$ cat src/rtl/flag_loader_if.sv
// flag_loader_if: byte stream handshake into the flag loader.
//   byte_data  - ASCII flag byte (producer -> loader)
//   byte_valid - byte_data is valid (producer -> loader)
//   byte_ready - loader takes the byte on this edge (loader -> producer)
// master = byte producer (host/UART side), slave = flag_loader.
`timescale 1ns/1ps

interface flag_loader_if;
    logic [7:0] byte_data;
    logic       byte_valid;
    logic       byte_ready;

    modport master (output byte_data, output byte_valid, input byte_ready);
    modport slave  (input byte_data, input byte_valid, output byte_ready);
endinterface

$ cat src/rtl/flag_loader.sv
// flag_loader: packs NBYTES ASCII bytes MSB-first into a flag word for the
// combinational checker, waits CHECK_LAT cycles for it to settle, then
// captures the verdict into registered done/pass.
// Ports:
//   clk, rst_n    - clock (rising edge), async active-low reset
//   bif (slave)   - byte_data/byte_valid/byte_ready stream
//   restart       - one-cycle pulse: drop contents, return to loading
//   flag          - packed flag word, drives the checker input
//   flag_valid    - flag complete and stable
//   check_result  - checker verdict
//   done, pass    - verdict captured / captured verdict
//   byte_count    - bytes accepted so far (0..NBYTES)
//   fmt_err       - sticky format violation
// Optional: define FLAG_FORMAT_CHECK_EN to check the "ictf{" prefix and the
// closing '}'; a violation forces pass to 0. Without it fmt_err stays 0.
`timescale 1ns/1ps

module flag_loader #(
    parameter int unsigned NBYTES    = 32,
    parameter int unsigned CHECK_LAT = 2
) (
    input  logic                  clk,
    input  logic                  rst_n,
    flag_loader_if.slave          bif,
    input  logic                  restart,
    output logic [NBYTES*8-1:0]   flag,
    output logic                  flag_valid,
    input  logic                  check_result,
    output logic                  done,
    output logic                  pass,
    output logic [5:0]            byte_count,
    output logic                  fmt_err
);

    localparam int unsigned FW = NBYTES * 8;
    localparam int unsigned CW = (CHECK_LAT > 1) ? $clog2(CHECK_LAT) : 1;
    localparam logic [CW-1:0] WAIT_LAST = CW'(CHECK_LAT - 1);
    localparam logic [5:0]    LAST_IDX  = 6'(NBYTES - 1);

    typedef enum logic [1:0] {
        LOAD  = 2'd0,
        CHECK = 2'd1,
        DONE  = 2'd2
    } state_t;

    state_t          state_q, state_d;
    logic [FW-1:0]   flag_q, flag_d;
    logic            flag_valid_q, flag_valid_d;
    logic            done_q, done_d;
    logic            pass_q, pass_d;
    logic [5:0]      count_q, count_d;
    logic [CW-1:0]   wait_q, wait_d;
    logic            fmt_err_q, fmt_err_d;
    logic            ready_c;
    logic            accept_c;
    logic            fmt_bad_c;
    int unsigned     shamt_c;

    // Restart takes priority over any offered byte.
    assign ready_c        = (state_q == LOAD) && !restart;
    assign accept_c       = ready_c && bif.byte_valid;
    assign bif.byte_ready = ready_c;

`ifdef FLAG_FORMAT_CHECK_EN
    // Expected byte for the current slot; only prefix and last slot are checked.
    always_comb begin
        logic       checked;
        logic [7:0] expect_byte;
        checked     = 1'b1;
        expect_byte = 8'h00;
        case (count_q)
            6'd0:    expect_byte = 8'h69;
            6'd1:    expect_byte = 8'h63;
            6'd2:    expect_byte = 8'h74;
            6'd3:    expect_byte = 8'h66;
            6'd4:    expect_byte = 8'h7B;
            default: checked     = 1'b0;
        endcase
        if (count_q == LAST_IDX) begin
            checked     = 1'b1;
            expect_byte = 8'h7D;
        end
        fmt_bad_c = checked && (bif.byte_data != expect_byte);
    end
`else
    assign fmt_bad_c = 1'b0;
`endif

    // Next-state and datapath update.
    always_comb begin
        state_d      = state_q;
        flag_d       = flag_q;
        flag_valid_d = flag_valid_q;
        done_d       = done_q;
        pass_d       = pass_q;
        count_d      = count_q;
        wait_d       = wait_q;
        fmt_err_d    = fmt_err_q;
        shamt_c      = FW - 8 - 8 * 32'(count_q);

        if (restart) begin
            state_d      = LOAD;
            flag_d       = '0;
            flag_valid_d = 1'b0;
            done_d       = 1'b0;
            pass_d       = 1'b0;
            count_d      = '0;
            wait_d       = '0;
            fmt_err_d    = 1'b0;
        end else begin
            case (state_q)
                LOAD: begin
                    if (accept_c) begin
                        // Target slot is still zero, so OR-in places the byte.
                        flag_d  = flag_q | (FW'(bif.byte_data) << shamt_c);
                        count_d = count_q + 6'd1;
`ifdef FLAG_FORMAT_CHECK_EN
                        if (fmt_bad_c) fmt_err_d = 1'b1;
`endif
                        if (count_q == LAST_IDX) begin
                            state_d      = CHECK;
                            flag_valid_d = 1'b1;
                            wait_d       = '0;
                        end
                    end
                end
                CHECK: begin
                    // Sample on the CHECK_LAT-th edge after flag_valid rose.
                    if (wait_q == WAIT_LAST) begin
`ifdef FLAG_FORMAT_CHECK_EN
                        pass_d = check_result && !fmt_err_q;
`else
                        pass_d = check_result;
`endif
                        done_d  = 1'b1;
                        state_d = DONE;
                    end else begin
                        wait_d = wait_q + CW'(1);
                    end
                end
                DONE: begin
                end
                default: begin
                    state_d = LOAD;
                end
            endcase
        end
    end

    // State and datapath registers.
    always_ff @(posedge clk or negedge rst_n) begin
        if (!rst_n) begin
            state_q      <= LOAD;
            flag_q       <= '0;
            flag_valid_q <= 1'b0;
            done_q       <= 1'b0;
            pass_q       <= 1'b0;
            count_q      <= '0;
            wait_q       <= '0;
            fmt_err_q    <= 1'b0;
        end else begin
            state_q      <= state_d;
            flag_q       <= flag_d;
            flag_valid_q <= flag_valid_d;
            done_q       <= done_d;
            pass_q       <= pass_d;
            count_q      <= count_d;
            wait_q       <= wait_d;
            fmt_err_q    <= fmt_err_d;
        end
    end

    assign flag       = flag_q;
    assign flag_valid = flag_valid_q;
    assign done       = done_q;
    assign pass       = pass_q;
    assign byte_count = count_q;
    assign fmt_err    = fmt_err_q;

endmodule

$ cat src/flat_wrapper.sv
// flat-port wrapper written by rule: the top's interface ports become plain ports
module flag_loader_flat 
#(
    parameter int unsigned NBYTES    = 32,
    parameter int unsigned CHECK_LAT = 2
)
  (clk, rst_n, restart, flag, flag_valid, check_result, done, pass, byte_count, fmt_err, bif_byte_data, bif_byte_valid, bif_byte_ready);
  flag_loader_if bif_i ();
  input  logic clk;
  input  logic rst_n;
  input  logic restart;
  output logic [NBYTES*8-1:0] flag;
  output logic flag_valid;
  input  logic check_result;
  output logic done;
  output logic pass;
  output logic [5:0] byte_count;
  output logic fmt_err;
  input wire logic [$bits(bif_i.byte_data)-1:0] bif_byte_data;
  input wire logic [$bits(bif_i.byte_valid)-1:0] bif_byte_valid;
  output wire logic [$bits(bif_i.byte_ready)-1:0] bif_byte_ready;
  assign bif_i.byte_data = bif_byte_data;
  assign bif_i.byte_valid = bif_byte_valid;
  assign bif_byte_ready = bif_i.byte_ready;
  flag_loader #(.NBYTES(NBYTES), .CHECK_LAT(CHECK_LAT)) u_core (.clk(clk), .rst_n(rst_n), .bif(bif_i), .restart(restart), .flag(flag), .flag_valid(flag_valid), .check_result(check_result), .done(done), .pass(pass), .byte_count(byte_count), .fmt_err(fmt_err));
endmodule
$ cat config.mk
export PLATFORM = sky130hd
export DESIGN_NAME = flag_loader_flat
export DESIGN_NICKNAME = d
export VERILOG_FILES = /design/src/rtl/flag_loader_if.sv /design/src/rtl/flag_loader.sv /design/src/flat_wrapper.sv
export SDC_FILE = /design/constraint.sdc
export NUM_CORES = 1
export LEC_CHECK = 0
export BUFFER_PORTS_ARGS = -buffer_cell sky130_fd_sc_hd__buf_2
export CORE_ASPECT_RATIO = 2
export CORE_MARGIN = 4
export CORE_UTILIZATION = 30
export DETAILED_ROUTE_END_ITERATION = 16
export PLACE_DENSITY = 0.6
export SLEW_MARGIN = 0
export SYNTH_ARGS = -nofsm -noshare
export SYNTH_HDL_FRONTEND = slang
export SYNTH_SLANG_ARGS = --single-unit
$ cat constraint.sdc
create_clock -name clk -period 4.2 [get_ports clk]
set_clock_uncertainty 0.1 [all_clocks]
set_input_delay 0.42 -clock clk [delete_from_list [all_inputs] [get_ports clk]]
set_output_delay 0.42 -clock clk [all_outputs]
set_load 0.01 [all_outputs]
==> impl_metrics.yaml, run 1 <==
outcome:
  status: "finished clean"
setup_path:
  worstPathArrival_ps: 2720
  critPathCaptureType: "flip-flop"
  required_ps: 4520
  criticalPathCategory: "flip-flop to flip-flop"
  worstPathMaxFanout: 16
  crit_path_start_kind: "flip-flop"
placement:
  place_hpwl_mm: 24.1
  portBuffers: 278
  finalWeightedCongestion: 0.774
  pre_cts_ws_ps: 1470
clock_network:
  path_clk_slew_ps: 70
  insertion_delay_ps: 530
  cts_buffer_depth: 3
  clock-sinks: 268
  cts_root_buf: "clkbuf_16"
  cts_made_buffers: 24
  tritoncts: "yes"
  cts_max_level: 1
global_route:
  top_usage_layer: "met2"
  grtUsageMet3_pct: 2.82
  grt_pass1_wl_mm: 52.2
  grt_max_degree: 127
  antenna_found_initial: 1
  grt_overflow_total: 0
  use_met1_pct: 21.1
  grtUsageMet2_pct: 33.7
  grt_usage_pct: 18.4
  first_global_vias: 8101
detailed_routing:
  antenna_left: 0
  dr.pass1.iters: 5
  wl_per_cell_um: 21.6
  drc_errors: 0
  post_drt_via_cell_ratio: 4.86
  vias: 7988
  initialDrtViolationCount: 511
  wl_mm: 35.5
timing:
  min_period_over_period_pct: 57.2
  setup_slack_ps: 1800
  rsz0062_at_grt: "false"
  finalSetupTns_ps: 0
  fin_crit_ps: 2400
  final_hold_viol_count: 0
  slew_viol_final: 0
  fmax_ghz: 0.416
  finalSetupViolCount: 0
  worst_pin_slew_ps: 1130
  slew_headroom_pct: 24.8
logic_synthesis:
  syn_inst: 947
  avgSynthCellArea_um2: 10.8
  ys_async_sr_fraction_pct: 100
  ys_types: 37
  synth_edf_count: 0
  yosysSeqAreaShare_pct: 65.8
  synth_area_mm2: 0.0102
  yosys_most_used_dff: "dfrtp_1"
  ys.warnings.count: 0
  syn_nets: 961
  ys_ff_latch: 268
pwr:
  leakagePower_nw: 6.28
  p_per_area_mw_per_mm2: 403
  irDropWorstVdd_mv: 0.341
floorplan:
  fp.dieH_um: 269
  rows: 95
  start_util_pct: 30.3
  die_w_um: 138
  core_mm2: 0.0336
  ios: 280
  dieArea_mm2: 0.0372
final_layout:
  syn_to_final_growth_pct: 24.8
  layout_common_cells: "buf_2, dfrtp_1, inv_1"
  fin_nets: 1205
  fill_cells: 3412
  drive_gt1_share_pct: 27.7
  final_common_cell: "buf_2"
job:
  cap_violations: 0
min_path:
  min_path_type: "primary input to flip-flop"
[synthesized netlist by cell type, drive strengths merged, types with 2 or more instances]
cell type | instances | share of area (%)
nand3 | 16 | 1.4
mux2i | 2 | 0.20
o22ai | 255 | 16
nor2b | 4 | 0.25
xnor2 | 2 | 0.17
nand2b | 5 | 0.31
inv | 257 | 9.5
clkbuf | 44 | 1.6
buf | 26 | 1.3
dfrtp | 268 | 66
nor2 | 10 | 0.37
and3b | 3 | 0.26
a31o | 2 | 0.17
a21oi | 4 | 0.20
nor3b | 4 | 0.29
nor3 | 3 | 0.15
nand2 | 26 | 0.96
[worst paths after layout]
| check | startpoint | endpoint | slack (ps) | cells past startpoint |
|---|---|---|---|---|
| worst max-delay path | u_core.byte_count[5] | u_core.flag[251] | 1800 | 3 |
| worst min-delay path | check_result | u_core.pass | 40 | 3 |
| worst max register to register | u_core.byte_count[5] | u_core.flag[251] | 1800 | 3 |
| worst min register to register | u_core.flag_valid | u_core.flag_valid | 410 | 2 |
| max in group asynchronous | rst_n | u_core.flag[216] | 2560 | 3 |
| min in group asynchronous | rst_n | u_core.flag[54] | 430 | 2 |
[metrics by stage]
stage	hold WS, ps	total power, mW	instances	instance area (um^2)	utilization, %
final	42.8	5.13	1644	12700	37.8
after detailed placement	397	2.98	1600	11900	35.5
after CTS	16.8	5.20	1643	12700	37.8
after floorplan	24.4	2.80	947	10200	-
after global placement	376	2.98	1600	11900	35.5
after global routing	55.7	5.32	1644	12700	37.8
[final cells by class]
type	count	area, um^2	area share [%]
repair buffers	288	1510	11.9
well taps	436	546	4.28
diodes	1	2.50	0.0197
multi-input cells	352	2220	17.5
flip-flops and latches	268	6710	52.7
clock buffers	34	699	5.49
clock inverters	8	76.3	0.600
inverters	257	965	7.58
[repair_timing]
item | 4_1_cts | 5_1_grt
hold buffers | 1 | 0
setup buffers | 0 | 0
endpoints found under the hold margin | 120 | 0
resized for setup | 0 | 0
[flip-flops by register name, indices dropped and copies added (netlist names)]
name               count
u_core.pass            1
u_core.state_q         2
u_core.byte_count      6
u_core.done            1
u_core.wait_q          1
u_core.flag          256
u_core.flag_valid      1
[cells by family (layout without fill, tap and decap cells)]
group / Yosys count / count (layout) / synth area share (%)
AOI/OAI and AO/OA: 266 / 266 / 16.4
xor gates and xnor gates: 2 / 2 / 0.172
DFF: 268 / 268 / 65.8
other: 1 / 2 / 0.0368
buffers and inverters: 327 / 587 / 12.4
adders and majority gates: 1 / 1 / 0.123
muxes: 3 / 3 / 0.307
and+or+nand+nor: 79 / 79 / 4.76
[metal layers]
layer / part of all wire (%) / up-vias
met5: 0 / -
met4: 4.0 / 0
met3: 5.2 / 67
met2: 53 / 308
met1: 38 / 3955
li1: - / 3658
[power by group]
| part | leakage, nW | internal (mW) | switching, mW |
|---|---|---|---|
| sequential | 3.74 | 2.60 | 0.0152 |
| clock | 0.373 | 1.22 | 0.980 |
| combinational | 2.17 | 0.0605 | 0.254 |
[worst max-delay path: stages, from the launching register on]
cell	delay, ps
dfrtp_1	490
nor2_1	570
nand3_1	760
o22ai_1	370
No activity file was read; power rests on OpenSTA's default activity.
==> run 2, diff against run 1 <==
--- a/config.mk
+++ b/config.mk
@@ -10,7 +10,7 @@
 export CORE_MARGIN = 4
 export CORE_UTILIZATION = 30
 export DETAILED_ROUTE_END_ITERATION = 16
-export PLACE_DENSITY = 0.6
+export PLACE_DENSITY = 0.61
 export SLEW_MARGIN = 0
 export SYNTH_ARGS = -nofsm -noshare
 export SYNTH_HDL_FRONTEND = slang
==> constraint.sdc (replaced) <==
create_clock -name clk -period 2.1 [get_ports clk]
set_clock_uncertainty 0.1 [all_clocks]
set_input_delay 0.21 -clock clk [delete_from_list [all_inputs] [get_ports clk]]
set_output_delay 0.21 -clock clk [all_outputs]
set_load 0.01 [all_outputs]
==> run 2 against run 1 <==
Sequential power is 100% higher. Sequential cell count stayed put. Global-route usage is 0.41 points lower. Clock power is 110% higher. Critical endpoint is now u_core.flag[142]. Largest cell class unchanged.
==> impl_metrics.yaml, run 2 (synthesized netlist as in run 1, its figures left out) <==
final_layout:
  final_common_cell: "buf_2"
  drive_gt1_share_pct: 30.1
  largest_register_ffs: 256
  layout.core_utilization_pct: 39.6
  syn_to_final_growth_pct: 30.5
  n_antenna_cell: 0
  fin_nets: 1256
  layout_common_cells: "buf_2, dfrtp_1, inv_1"
timing:
  slew_headroom_pct: 42.6
  rsz0062_at_grt: "false"
  fin_crit_ps: 1930
  final_hold_viol_count: 0
  fmax_ghz: 0.519
  finalSetupViolCount: 0
  finalSetupTns_ps: 0
  worst_pin_slew_ps: 862
  min_period_over_period_pct: 91.7
  slew_viol_final: 0
  holdWs_ps: 92.1
global_route:
  grt_usage_pct: 17.9
  antenna_found_initial: 0
  grt_pass1_wl_mm: 51.5
  grt_max_degree: 152
  grt_overflow_total: 0
  first_global_vias: 8092
setup_path:
  required_ps: 2440
  worstPathMaxFanout: 19
  crit_path_start: "u_core.state_q[0]"
  crit_path_start_kind: "flip-flop"
  criticalPathCategory: "flip-flop to flip-flop"
  r2r-start: "u_core.state_q[0]"
  critPathCaptureType: "flip-flop"
  r2r_end: "u_core.flag[142]"
  r2r_cells: 4
  crit_path_end: "u_core.flag[142]"
  worstPathArrival_ps: 2260
  worst-r2r-setup-slack_ps: 170
floorplan:
  start_util_pct: 30.3
  dieArea_mm2: 0.0372
  core_mm2: 0.0336
  ios: 280
  die_w_um: 138
  fp.dieH_um: 269
  rows: 95
clock_network:
  cts_buffer_depth: 3
  insertion_delay_ps: 540
  cts_root_buf: "clkbuf_16"
  cts_made_buffers: 24
  cts_max_level: 1
  path_clk_slew_ps: 70
  tritoncts: "yes"
  clock-sinks: 268
pwr:
  power_mw: 10.6
  leakagePower_nw: 6.58
  irDropWorstVdd_mv: 0.656
  switching_share_pct: 24.4
  power_frac_seq_pct: 49.3
  p_switching_mw: 2.58
  p_clk_share_pct: 43.5
  p_int_mw: 7.99
  p_per_area_mw_per_mm2: 795
  pwr-share-comb_pct: 7.1
detailed_routing:
  antenna_left: 0
  dr.pass1.iters: 6
  drc_errors: 0
  vias: 8097
  wl_mm: 35.0
  wl_per_cell_um: 20.6
  post_drt_via_cell_ratio: 4.77
  initialDrtViolationCount: 369
job:
  cap_violations: 0
placement:
  portBuffers: 278
  finalWeightedCongestion: 0.802
  place_hpwl_mm: 24.4
outcome:
  status: "finished clean"
min_path:
  min_path_type: "primary input to flip-flop"
[run 2: worst min path at each step]
stage | startpoint | to | slack [ps] | depth (start not counted)
detailed placement | rst_n | u_core.flag[181] | 110 | 1
finish | restart | u_core.byte_count[2] | 90 | 3
global route | rst_n | u_core.flag[181] | 150 | 2
CTS | restart | u_core.pass | 120 | 3
global placement | rst_n | u_core.flag[181] | 100 | 1
floorplan | rst_n | u_core.byte_count[0] | -190 | 0
[run 2: area by class of cell]
type | count | area, um^2
Fill cell | 3340 | 20300
Sequential cell | 268 | 6710
Multi-Input combinational cell | 352 | 2220
Timing Repair Buffer | 339 | 2050
Inverter | 257 | 965
Clock buffer | 33 | 694
Tap cell | 436 | 546
Clock inverter | 11 | 128
[run 2: critical path, cell delays in order, from the launching register on]
cell and delay [ps]:
dfrtp_1 490, nor4b_4 300, buf_4 310, nand3_1 380, o22ai_1 230
[run 2: what timing repair did]
action	in CTS	in global routing
endpoints found under the hold margin	210	0
hold buffers	11	0
buffers inserted	0	0
resized for setup	0	0
[run 2: power groups by stage]
stage               registers (mW)  logic (mW)  clock network (mW)
finish                        5.22       0.753                4.60
global route                  5.22       0.809                4.89
CTS                           5.22       0.768                4.71
detailed placement            5.31       0.751                   0
global placement              5.31       0.742                   0
floorplan                     5.33       0.272                   0
[run 2: metrics by stage]
stage          setup slack [ps]  cells  area, um^2
6_report                    175   1696       13300
5_1_grt                    74.6   1696       13300
4_1_cts                     202   1696       13300
3_5_place_dp                211   1641       12400
3_3_place_gp                254   1641       12400
2_1_floorplan               312    947       10200
[run 2: routing by layer]
| layer | share of wire, % | vias to the layer above | track usage (%) |
|---|---|---|---|
| met4 | 4.4 | 0 | 7.73 |
| met3 | 5.4 | 76 | 2.86 |
| met5 | 0 | - | 0 |
| met2 | 52 | 284 | 32.6 |
| met1 | 38 | 3988 | 21.0 |
| li1 | - | 3749 | - |
==> run 3, diff against run 2 <==
--- a/config.mk
+++ b/config.mk
@@ -7,7 +7,7 @@
 export LEC_CHECK = 0
 export BUFFER_PORTS_ARGS = -buffer_cell sky130_fd_sc_hd__buf_2
 export CORE_ASPECT_RATIO = 2
-export CORE_MARGIN = 4
+export CORE_MARGIN = 2
 export CORE_UTILIZATION = 30
 export DETAILED_ROUTE_END_ITERATION = 16
 export PLACE_DENSITY = 0.61
==> run 3 against run 2 <==
Critical path depth shrank 1. Non-clock buffer count rose by 6. Power increased by 4.6%.
==> impl_metrics.yaml, run 3 (synthesized netlist as in run 1, its figures left out) <==
outcome:
  status: "finished clean"
global_route:
  grt_max_degree: 142
  first_global_vias: 8326
  grt_usage_pct: 19.6
  grt_pass1_wl_mm: 52.4
  antenna_found_initial: 0
  grt_overflow_total: 0
floorplan:
  dieArea_mm2: 0.0356
  ios: 280
  fp.dieH_um: 265
  rows: 95
  start_util_pct: 30.4
  die_w_um: 134
  core_mm2: 0.0335
setup_path:
  crit_chain: "nor2_1 -> nand3_1 -> o22ai_1"
  critPathTopFamily: "simple AND/OR/NAND/NOR gates"
  slowest_stage: "nor2_1"
  required_ps: 2440
  worstPathMaxFanout: 9
  worstPathArrival_ps: 2270
  crit_cells: 3
  critPathCaptureType: "flip-flop"
  crit_path_max_incr_delay_ps: 550
  criticalPathCategory: "flip-flop to flip-flop"
  crit_path_start_kind: "flip-flop"
  cp.buffers_inverters: 0
  r2r_cells: 3
timing:
  fin_crit_ps: 1930
  finalSetupViolCount: 0
  rsz0062_at_grt: "false"
  final_hold_viol_count: 0
  fmax_ghz: 0.518
  worst_pin_slew_ps: 687
  finalSetupTns_ps: 0
  slew_headroom_pct: 54.2
  min_period_over_period_pct: 91.9
  slew_viol_final: 0
final_layout:
  largest_register_ffs: 256
  final_cells: 1703
  layout_common_cells: "buf_2, dfrtp_1, inv_1"
  syn_to_final_growth_pct: 31.6
  final_common_cell: "buf_2"
  n_antenna_cell: 0
  fin_nets: 1263
  drive_gt1_share_pct: 30.5
detailed_routing:
  dr.pass1.iters: 4
  wl_per_cell_um: 20.6
  antenna_left: 0
  initialDrtViolationCount: 585
  drc_errors: 0
  vias: 8145
  wl_mm: 35.1
  post_drt_via_cell_ratio: 4.78
clock_network:
  cts_made_buffers: 25
  path_clk_slew_ps: 70
  insertion_delay_ps: 530
  clock-sinks: 268
  tritoncts: "yes"
  cts_resized: 0
  cts_setup_buffers: 0
  cts_max_level: 1
  cts_root_buf: "clkbuf_16"
  cts_buffer_depth: 3
pwr:
  irDropWorstVdd_mv: 0.685
  leakagePower_nw: 6.65
  p_per_area_mw_per_mm2: 824
min_path:
  min_path_type: "primary input to asynchronous set/reset pin"
placement:
  dp_cells: 1647
  place_hpwl_mm: 24.4
  portBuffers: 278
  finalWeightedCongestion: 0.832
job:
  cap_violations: 0
[run 3: cell types whose count changed in the layout (fill, tap and decap cells not counted)]
cell,previous run,this run
clkbuf_8,7,4
bufinv_16,2,6
clkinv_4,1,2
clkinv_8,1,0
buf_4,38,46
inv_6,0,2
clkinvlp_4,3,1
clkbuf_16,24,25
buf_12,12,10
clkinv_2,4,3
[run 3: path summary, 6_finish.rpt]
check	startpoint	endpoint	slack, ps
worst max-delay path	u_core.byte_count[4]	u_core.flag[139]	170
worst min register to register	u_core.flag_valid	u_core.flag_valid	400
worst min-delay path	rst_n	u_core.flag[54]	110
min in group clk	restart	u_core.wait_q	110
worst max register to register	u_core.byte_count[4]	u_core.flag[139]	170
max in group asynchronous	rst_n	u_core.flag[104]	1010
[run 3: final cells by class]
| type | count | area (um^2) |
|---|---|---|
| Fill cell | 3335 | 20100 |
| Sequential cell | 268 | 6710 |
| Multi-Input combinational cell | 352 | 2220 |
| Timing Repair Buffer | 345 | 2070 |
| Inverter | 257 | 965 |
| Clock buffer | 31 | 678 |
| Tap cell | 436 | 546 |
| Clock inverter | 14 | 238 |
[run 3: metal layers]
layer  global-route usage, %  vias up  wire length (um)
met1                    23.2     4007             13600
li1                        -     3766                 -
met5                       0        -                 0
met4                    9.70        0              1770
met3                    2.73       71              1710
met2                    34.3      301             18100
[run 3: metrics by stage]
stage               instance area [um^2]  hold slack, ps  utilization (%)  setup slack, ps  power [mW]
floorplan                          10200            -186                -              312        5.60
global placement                   12400            82.0             37.0              253        6.06
detailed placement                 12400            90.4             37.0              201        6.07
CTS                                13400             108             40.0              150        11.2
global route                       13400             126             40.0             10.4        11.5
finish                             13400             110             40.0              171        11.1
[run 3: timing repair]
item | 4_1_cts | 5_1_grt
hold buffers | 11 | 0
endpoints found under the setup margin | 0 | 0
endpoints found under the hold margin | 241 | 0
[run 3: worst reg2reg max path: cells and delay by family, from the launching register on]
family,cells,cell delay (ps)
simple gates,2,1030
flops,1,450
compound gates,1,260
[run 3: power breakdown]
group	internal (mW)	total [mW]	leakage (nW)	switching [mW]
registers	5.19	5.22	3.74	0.0245
logic	0.225	0.757	2.47	0.532
clock network	3.05	5.09	0.447	2.04
